--- config.mk ---
export PLATFORM = sky130hd
export DESIGN_NAME = simon_out_sched
export DESIGN_NICKNAME = d
export VERILOG_FILES = /design/src/rtl/simon_out_sched.sv
export SDC_FILE = /design/constraint.sdc
export NUM_CORES = 1
export LEC_CHECK = 0
export BUFFER_PORTS_ARGS = -buffer_cell sky130_fd_sc_hd__buf_2
export CORE_MARGIN = 2
export CORE_UTILIZATION = 43
export CTS_CLUSTER_DIAMETER = 60
export DETAILED_ROUTE_END_ITERATION = 10
export HOLD_SLACK_MARGIN = 0.1
export PLACE_DENSITY = 0.79
export REMOVE_ABC_BUFFERS = 1
export SLEW_MARGIN = 5
export SYNTH_ARGS = -nofsm -noshare
export SYNTH_HDL_FRONTEND = slang
export SYNTH_SLANG_ARGS = --single-unit
--- constraint.sdc ---
create_clock -name clk -period 1.75 [get_ports clk]
set_input_delay 0 -clock clk [delete_from_list [all_inputs] [get_ports clk]]
set_output_delay 0 -clock clk [all_outputs]
set_load 0.01 [all_outputs]
--- src/rtl/simon_out_sched.sv ---
// -----------------------------------------------------------------------------
// simon_out_sched
//
// Output scheduler for the SIMON core. Up to four cipher result sources share
// the single SIMON_dataOUT packetiser. The scheduler arbitrates among the ready
// results, latches the winner's two-word block and info byte, and presents
// them together with a packet sequence count. It then holds the packetiser
// until that block has been read and the packet has been emitted.
//
// Parameters
//   N     cipher word width (default `N from the SIMON definitions; 16 if unset)
//   NREQ  number of requesters, legal range 2..4
//
// Ports
//   clk       in   system clock, rising edge
//   nR        in   synchronous active-low reset
//   reqDATA   in   [NREQ]       level request per requester
//   reqINFO   in   [NREQ*8]     info byte per requester
//   reqWORD   in   [NREQ*2*N]   result block per requester
//   ackDATA   out  [NREQ]       one-cycle grant pulse (block/info latched)
//   doneDATA  out  1            block valid to packetiser
//   outDATA   out  [2*N]       latched block
//   infoOUT   out  [8]         latched info byte
//   countOUT  out  [8]         sequence number of the presented packet
//   readDATA  in   1            packetiser has taken the block
//   donePKT   in   1            packetiser has finished the packet
//
// Configuration
//   SIMON_OUT_FIXPRIO_EN  defined: fixed priority, lowest index wins, no
//                         round-robin pointer. Undefined (default): round-robin.
//
// All outputs are registered; no combinational input-to-output paths.
// -----------------------------------------------------------------------------
`ifndef N
`define N 16
`endif

module simon_out_sched #(
    parameter int N    = `N,
    parameter int NREQ = 2
) (
    input  logic                  clk,
    input  logic                  nR,
    input  logic [NREQ-1:0]       reqDATA,
    input  logic [NREQ*8-1:0]     reqINFO,
    input  logic [NREQ*2*N-1:0]   reqWORD,
    output logic [NREQ-1:0]       ackDATA,
    output logic                  doneDATA,
    output logic [2*N-1:0]        outDATA,
    output logic [7:0]            infoOUT,
    output logic [7:0]            countOUT,
    input  logic                  readDATA,
    input  logic                  donePKT
);

    // Requester index width; one spare bit is used for the modular add.
    localparam int PW = (NREQ > 2) ? 2 : 1;
    localparam int SW = PW + 1;

    typedef enum logic [1:0] {
        IDLE,
        PRESENT,
        DRAIN
    } state_t;

    state_t            state, state_nx;

    logic [PW-1:0]     rr;          // arbitration start index
    logic              found;       // some request is high
    logic [PW-1:0]     pick;        // arbitration winner this cycle
    logic              grant;       // winner is being latched at this edge
    logic              pkt_end;     // packet completes at this edge

    logic [NREQ-1:0]   ack_nx;
    logic              done_nx;
    logic [2*N-1:0]    out_nx;
    logic [7:0]        info_nx;
    logic [7:0]        cnt_nx;

    // -------------------------------------------------------------------------
    // Arbitration: search begins at rr and wraps; first high request wins.
    // The candidate index is formed with one extra bit so the wrap is correct
    // for non-power-of-two NREQ.
    // -------------------------------------------------------------------------
    always_comb begin
        logic [SW-1:0] sum;
        logic [PW-1:0] cand;
        found = 1'b0;
        pick  = '0;
        sum   = '0;
        cand  = '0;
        for (int unsigned i = 0; i < NREQ; i++) begin
            sum = {1'b0, rr} + SW'(i);
            if (sum >= SW'(NREQ)) begin
                sum = sum - SW'(NREQ);
            end
            cand = sum[PW-1:0];
            if (!found && reqDATA[cand]) begin
                found = 1'b1;
                pick  = cand;
            end
        end
    end

    // -------------------------------------------------------------------------
    // Next-state and registered-output logic.
    // -------------------------------------------------------------------------
    always_comb begin
        state_nx = state;
        ack_nx   = '0;
        done_nx  = doneDATA;
        out_nx   = outDATA;
        info_nx  = infoOUT;
        cnt_nx   = countOUT;
        grant    = 1'b0;
        pkt_end  = 1'b0;

        case (state)
            IDLE: begin
                if (found) begin
                    grant        = 1'b1;
                    ack_nx[pick] = 1'b1;
                    done_nx      = 1'b1;
                    out_nx       = reqWORD[int'(pick) * (2*N) +: 2*N];
                    info_nx      = reqINFO[int'(pick) * 8 +: 8];
                    state_nx     = PRESENT;
                end
            end
            PRESENT: begin
                if (readDATA) begin
                    done_nx = 1'b0;
                    // Read and packet-done together skip DRAIN entirely.
                    if (donePKT) begin
                        pkt_end  = 1'b1;
                        state_nx = IDLE;
                    end else begin
                        state_nx = DRAIN;
                    end
                end
            end
            DRAIN: begin
                if (donePKT) begin
                    pkt_end  = 1'b1;
                    state_nx = IDLE;
                end
            end
            default: begin
                state_nx = IDLE;
                done_nx  = 1'b0;
            end
        endcase

        if (pkt_end) begin
            cnt_nx = countOUT + 8'd1;
        end
    end

    always_ff @(posedge clk) begin
        if (!nR) begin
            state    <= IDLE;
            ackDATA  <= '0;
            doneDATA <= 1'b0;
            outDATA  <= '0;
            infoOUT  <= '0;
            countOUT <= '0;
        end else begin
            state    <= state_nx;
            ackDATA  <= ack_nx;
            doneDATA <= done_nx;
            outDATA  <= out_nx;
            infoOUT  <= info_nx;
            countOUT <= cnt_nx;
        end
    end

    // -------------------------------------------------------------------------
    // Round-robin pointer. After a completed packet the search restarts just
    // past the requester that owned it, so a continuously requesting source
    // cannot starve the others.
    // -------------------------------------------------------------------------
`ifdef SIMON_OUT_FIXPRIO_EN
    assign rr = '0;
`else
    logic [PW-1:0] win;    // owner of the packet in flight
    logic [PW-1:0] rr_nx;
    logic [PW-1:0] win_nx;

    always_comb begin
        win_nx = win;
        rr_nx  = rr;
        if (grant) begin
            win_nx = pick;
        end
        if (pkt_end) begin
            rr_nx = (win == PW'(NREQ - 1)) ? '0 : win + PW'(1);
        end
    end

    always_ff @(posedge clk) begin
        if (!nR) begin
            rr  <= '0;
            win <= '0;
        end else begin
            rr  <= rr_nx;
            win <= win_nx;
        end
    end
`endif

endmodule

==> results of run 1 <==
[cell usage after synthesis (all sizes together) (2+ instances only)]
master	n	area share [%]
a21oi	10	2.5
or4	4	1.3
nand3	4	0.86
nor3	2	0.43
buf	18	3.9
nand2	7	1.1
inv	4	0.65
nand4	2	0.81
ha	4	2.2
nor3b	42	14
a221o	40	17
or3	3	0.81
nor2	2	0.32
nor2b	2	0.54
dfxtp	55	48
o21ai	4	0.86
mux2i	3	1.3
o31ai	4	1.3
[state kept, by name, indices dropped and copies added (netlist names)]
signal	flops
win	1
state	2
outDATA	32
rr	1
ackDATA	2
infoOUT	8
doneDATA	1
countOUT	8
[layout make-up]
type,count,area (um^2)
repair buffers,204,1379
fillers,377,1316
multi-input cells,140,1124
flip-flops and latches,55,1101
well taps,70,87.58
clock buffers,6,82.58
clock inverters,2,35.03
inverters,4,15.01
[what timing repair did]
action | in CTS | in global routing
hold buffers | 59 | 1
resized for setup | 0 | 1
setup buffers | 0 | 0
setup endpoints to repair | 0 | 3
endpoints found under the hold margin | 44 | 1
[power by group through the flow]
stage          registers (uW)  clock network, uW  logic [uW]
6_report                 1560                860        1100
5_1_grt                  1580                923        1190
4_1_cts                  1550                871        1070
3_5_place_dp             1570                  0         965
3_3_place_gp             1570                  0         946
2_1_floorplan            1650                  0         415
[worst min-delay path: stages]
cell and delay (ns):
buf_2 0.07, nor3b_1 0.17, a221o_1 0.13
[path summary, 6_finish.rpt]
path / from / endpoint / slack (ns) / cells past startpoint
max: state[0] / countOUT[5] / 0.07 / 5
min: reqWORD[37] / outDATA[5] / 0.1 / 3
min reg2reg: doneDATA / doneDATA / 0.46 / 2
max reg2reg: state[0] / countOUT[5] / 0.07 / 5
[cells in the final DEF, fill, tap and decap left out, types with 5 or more instances in the layout]
cell type,Yosys,routed
dlygate4sd3_1,0,60
nand2_1,7,7
buf_4,0,5
buf_2,18,136
nor3b_1,42,42
a221o_1,40,40
dfxtp_1,55,55
a21oi_1,8,8
clkbuf_8,0,6
[logic make-up after synthesis]
group | Yosys count | synth area share (%)
AO/OA/AOI/OAI | 61 | 22.97
adder cells (fa/ha/maj) | 4 | 2.162
buffers and inverters | 23 | 4.757
flip-flops | 55 | 47.57
multiplexers | 3 | 1.297
AND/OR/NAND/NOR | 72 | 21.24
[stage by stage]
| step | setup TNS (ns) | utilization [%] | worst slack, ns | power (uW) |
|---|---|---|---|---|
| finish | 0 | 74.39 | 0.06806 | 3521 |
| global route | 0 | 74.39 | 0.006254 | 3692 |
| CTS | 0 | 74.05 | 0.06583 | 3491 |
| detailed placement | 0 | 60.27 | 0.1274 | 2534 |
| global placement | 0 | 60.27 | 0.2048 | 2517 |
| floorplan | -26.52 | - | -0.6419 | 2067 |
[metal layers]
| layer | global-route usage [%] | vias up | part of all wire, % |
|---|---|---|---|
| met4 | 11.61 | 0 | 3.3 |
| met5 | 0 | - | 0 |
| li1 | - | 1233 | - |
| met2 | 47.91 | 127 | 52 |
| met1 | 28.57 | 1244 | 38 |
| met3 | 6.744 | 26 | 7.2 |
==> results.tsv, run 1 <==
metric	value	unit
post-route-period-util	96.11	%
ys_seq_area_share	47.57	%
cap_violations	0	
synth_edf_count	0	
io_buffers	136	
drive_gt1_share	38.93	%
cp_slowest_cell	or4_1	
final_cells	481	
synth_seq_cells	55	
p_leak	0.001728	uW
grt_use_total	26.30	%
status	completed	
grt_max_degree	29	
ys_warn_count	0	
die_area	5986	um^2
timing.hold.ws	0.09649	ns
worstPathRequired	1.98	ns
worstMarginPinSlew	0.3801	ns
dpl_cell_area	3098	um^2
tritoncts	done	
cts.sinks	55	
max_freq	594.6	MHz
peakVddDrop	0.5937	mV
wl_per_cell	16.74	um
numCtsBuffers	5	
criticalPathCategory	reg2reg	
sw_frac_of_total	30.22	%
cpPeakStageDelay	0.51	ns
die_h	77.37	um
clk_latency	0.30	ns
antenna_found_initial	0	
p_switching	1064	uW
place_inst	413	
core-area	5140	um^2
synth_cells	218	
first_pass_iters	4	
synth.avg_cell_area	10.62	um^2
design.portCount	137	
powerDensity	920.9	nW/um^2
stdcell_area	3824	um^2
drc	0	
fp-row-count	26	
slew_violations	0	
overflow	0	
power.share.clock	24.4	%
drtIter0Drc	147	
critPathArrivalTime	1.91	ns
clkSlewWorstSetupHoldPaths	0.10	ns
cts.htree.levels	2	
post_drt_via_cell_ratio	5.468	
combPwrFrac	31.3	%
fin_worst_skew	0.007170	ns
grt_pass1_vias	2711	
grt_pass1_wl	12.74	mm
clock_path_buffers	2	
cp_top_family	simple AND/OR/NAND/NOR gates	
fin_nets	500	
synthFlopType	dfxtp_1	
diodes	0	
hold_path_class	in2reg	
totalWireLength	8.051	mm
worst-path-buf-inv	1	
setup_viol	0	
maxSlewHeadroom	74.61	%
place.gp.congestion	0.7877	
dr_total_vias	2630	
initial_core_util	45.03	%
setup.worst_path.start_class	flip-flop	
critical_path.max_fanout	5	
syn_area	2315	um^2
internal-power	2457	uW
cp_cell_sequence	inv_1 -> ha_1 -> nand4_2 -> or4_1 -> a21oi_1	
antenna_left	0	
grt_setup_unrepaired	false	
dp_hpwl	4.669	mm
ys_types	29	
syn_to_final_growth	65.19	%
die_x	77.37	um
cts_root_buffer	clkbuf_8	
layout_min_cycle_time	1.682	ns
synthArstFlopShare	0	%
seqPwrFrac	44.3	%
final_hold_viol_count	0	
cp-end-kind	flip-flop	
No activity file was read; power rests on OpenSTA's default activity.
==> inputs of run 2 (changes only) <==
==> constraint.sdc (replaced) <==
create_clock -name clk -period 1.8 [get_ports clk]
set_input_delay 0 -clock clk [delete_from_list [all_inputs] [get_ports clk]]
set_output_delay 0 -clock clk [all_outputs]
set_load 0.01 [all_outputs]
==> run 2 against run 1 <==
Global-route usage rose by 2.0 points. Clock-buffer cell count is 1 higher. Sequential cell count stayed put. Total power fell by 5.2%. Sequential power down 3%. Clock power fell by 13%. Register-to-register slack gained 0.09 ns. Worst setup slack gained 0.091 ns. Utilization grew 0.90 points. Critical path type unchanged. Largest cell class unchanged.
==> results.tsv, run 2 (same netlist as run 1, synthesis figures left out) <==
metric	value	unit	change
drc	0		unchanged
overflow	0		unchanged
setup_viol	0		unchanged
critPathArrivalTime	1.88	ns	-0.03 ns
rr_endpoint	countOUT[5]		
die_h	77.37	um	unchanged
wl_per_cell	17.36	um	+3.7%
cp_slowest_cell	or4_1		
cts_root_buffer	clkbuf_8		
first_pass_iters	5		+1
fin_nets	508		+1.6%
worstMarginPinSlew	0.5709	ns	+0.1909 ns
worstPathRequired	2.04	ns	+0.06 ns
fp-row-count	26		unchanged
place.gp.congestion	0.8120		+3.1%
antenna_found_initial	0		unchanged
dr_total_vias	2760		+4.9%
layout_min_cycle_time	1.641	ns	-0.04059 ns
grt_use_total	28.31	%	+2.0 points
grt_max_degree	29		unchanged
power.share.clock	22.5	%	-1.9 points
numCtsBuffers	5		unchanged
dp_hpwl	4.552	mm	-2.5%
startpoint	state[0]		
cp_cell_sequence	inv_1 -> ha_1 -> nand4_2 -> or4_1 -> a21oi_1		
ff2ff_setup_slack	0.16	ns	+0.09 ns
slew_violations	0		unchanged
p_leak	0.001743	uW	+0.88%
powerDensity	863.0	nW/um^2	-6.3%
io_buffers	136		unchanged
drtIter0Drc	175		+19%
r2r-start	state[0]		
pre_cts_slack	0.1738	ns	+0.04638 ns
final_hold_viol_count	0		unchanged
post-route-period-util	91.19	%	-4.9 points
internal-power	2289	uW	-6.8%
cpPeakStageDelay	0.50	ns	about the same
reg.largest.list	outDATA: 32 flops, countOUT: 8 flops, infoOUT: 8 flops		
grt_pass1_wl	13.40	mm	+5.2%
diodes	0		unchanged
drive_gt1_share	38.19	%	-0.74 points
max_freq	609.3	MHz	+2.5%
largest_reg_flops	32		unchanged
die_area	5986	um^2	unchanged
fin_util	75.29	%	+0.90 points
die_x	77.37	um	unchanged
sw_frac_of_total	31.47	%	+1.2 points
grt_pass1_vias	2754		+1.6%
fin_worst_skew	0.006320	ns	-0.0008499 ns
cap_violations	0		unchanged
clk_latency	0.31	ns	about the same
combPwrFrac	32.1	%	+0.8 points
cts.htree.levels	2		unchanged
initial_core_util	45.03	%	unchanged
maxSlewHeadroom	61.94	%	-13 points
most-common-layout-cells	buf_2, dlygate4sd3_1, dfxtp_1, nor3b_1, a221o_1		
post_drt_via_cell_ratio	5.644		+3.2%
p_switching	1051	uW	-1.2%
layout_commonest_cell	buf_2		
peakVddDrop	0.5179	mV	-13%
status	completed		
criticalPathCategory	reg2reg		
grt_setup_unrepaired	false		
post_cts_resized	0		unchanged
clock_path_buffers	2		unchanged
rr_worst_depth	5		unchanged
clkSlewWorstSetupHoldPaths	0.10	ns	about the same
antenna_left	0		unchanged
critical_path.max_fanout	5		unchanged
tritoncts	done		
post-cts-setup-buffer-count	0		unchanged
design.portCount	137		unchanged
hold_depth	3		unchanged
cts_hold_buf	68		+15%
seqPwrFrac	45.4	%	+1.1 points
totalWireLength	8.490	mm	+5.5%
whs_endpoint	infoOUT[6]		
hold_path_class	in2reg		
top_register	outDATA		
cts.sinks	55		unchanged
syn_to_final_growth	67.19	%	
hp-start	reqINFO[14]		
cp-end-kind	flip-flop		
setup.worst_path.start_class	flip-flop		
core-area	5140	um^2	unchanged
fin_ws	0.1586	ns	+0.09059 ns
## run 2: changes by cell type in the layout (fill, tap and decap cells not counted)
cell / before / now
dlygate4sd3_1: 60 / 68
a21oi_2: 0 / 1
a21oi_4: 2 / 1
buf_12: 3 / 2
buf_4: 5 / 6
bufinv_16: 1 / 0
clkbuf_8: 6 / 7
clkinv_2: 1 / 0
clkinvlp_4: 0 / 1
## run 2: per-stage QoR
step	cells	power (uW)	setup TNS, ns	hold slack (ns)	area (um^2)
global route	489	3491	0	0.1141	3870
floorplan	199	2010	-24.42	0.1383	2220
global placement	413	2439	0	0.2225	3085
CTS	489	3301	0	0.1008	3870
finish	489	3340	0	0.1059	3870
detailed placement	413	2449	0	0.2248	3085
## run 2: worst max path at each step
stage,to,slack [ns],cells after the start
after floorplan,infoOUT[0],-0.59,5
after global placement,countOUT[5],0.26,5
after detailed placement,countOUT[7],0.17,5
after CTS,countOUT[5],0.16,5
after global routing,countOUT[7],0.03,5
final,countOUT[5],0.16,5
## run 2: metal layers
| layer | share of wire, % | GRT usage (%) |
|---|---|---|
| met2 | 49 | 47.13 |
| met4 | 4.3 | 14.46 |
| met3 | 9.6 | 7.791 |
| met1 | 37 | 33.36 |
| met5 | 0 | 0 |
## run 2: critical path: cells and delay by family, from the launching register on
kind,cells,cell delay (ns)
buffers and inverters,1,0.07
AO/OA/AOI/OAI,1,0.15
flip-flops,1,0.37
AND/OR/NAND/NOR,2,0.66
adder cells (fa/ha/maj),1,0.33
## run 2: area by class of cell
class                           instances  area, um^2
Tap cell                               70       87.58
Inverter                                4       15.01
Multi-Input combinational cell        140        1116
Clock inverter                          1       7.507
Timing Repair Buffer                  212        1446
Clock buffer                            7       96.34
Sequential cell                        55        1101
Fill cell                             363        1270
## run 2: power by group through the flow
stage	Clock (uW)	Sequential [uW]	Combinational, uW
global placement	0	1530	911
floorplan	0	1610	404
global route	803	1530	1160
detailed placement	0	1520	926
CTS	757	1510	1040
finish	750	1520	1070
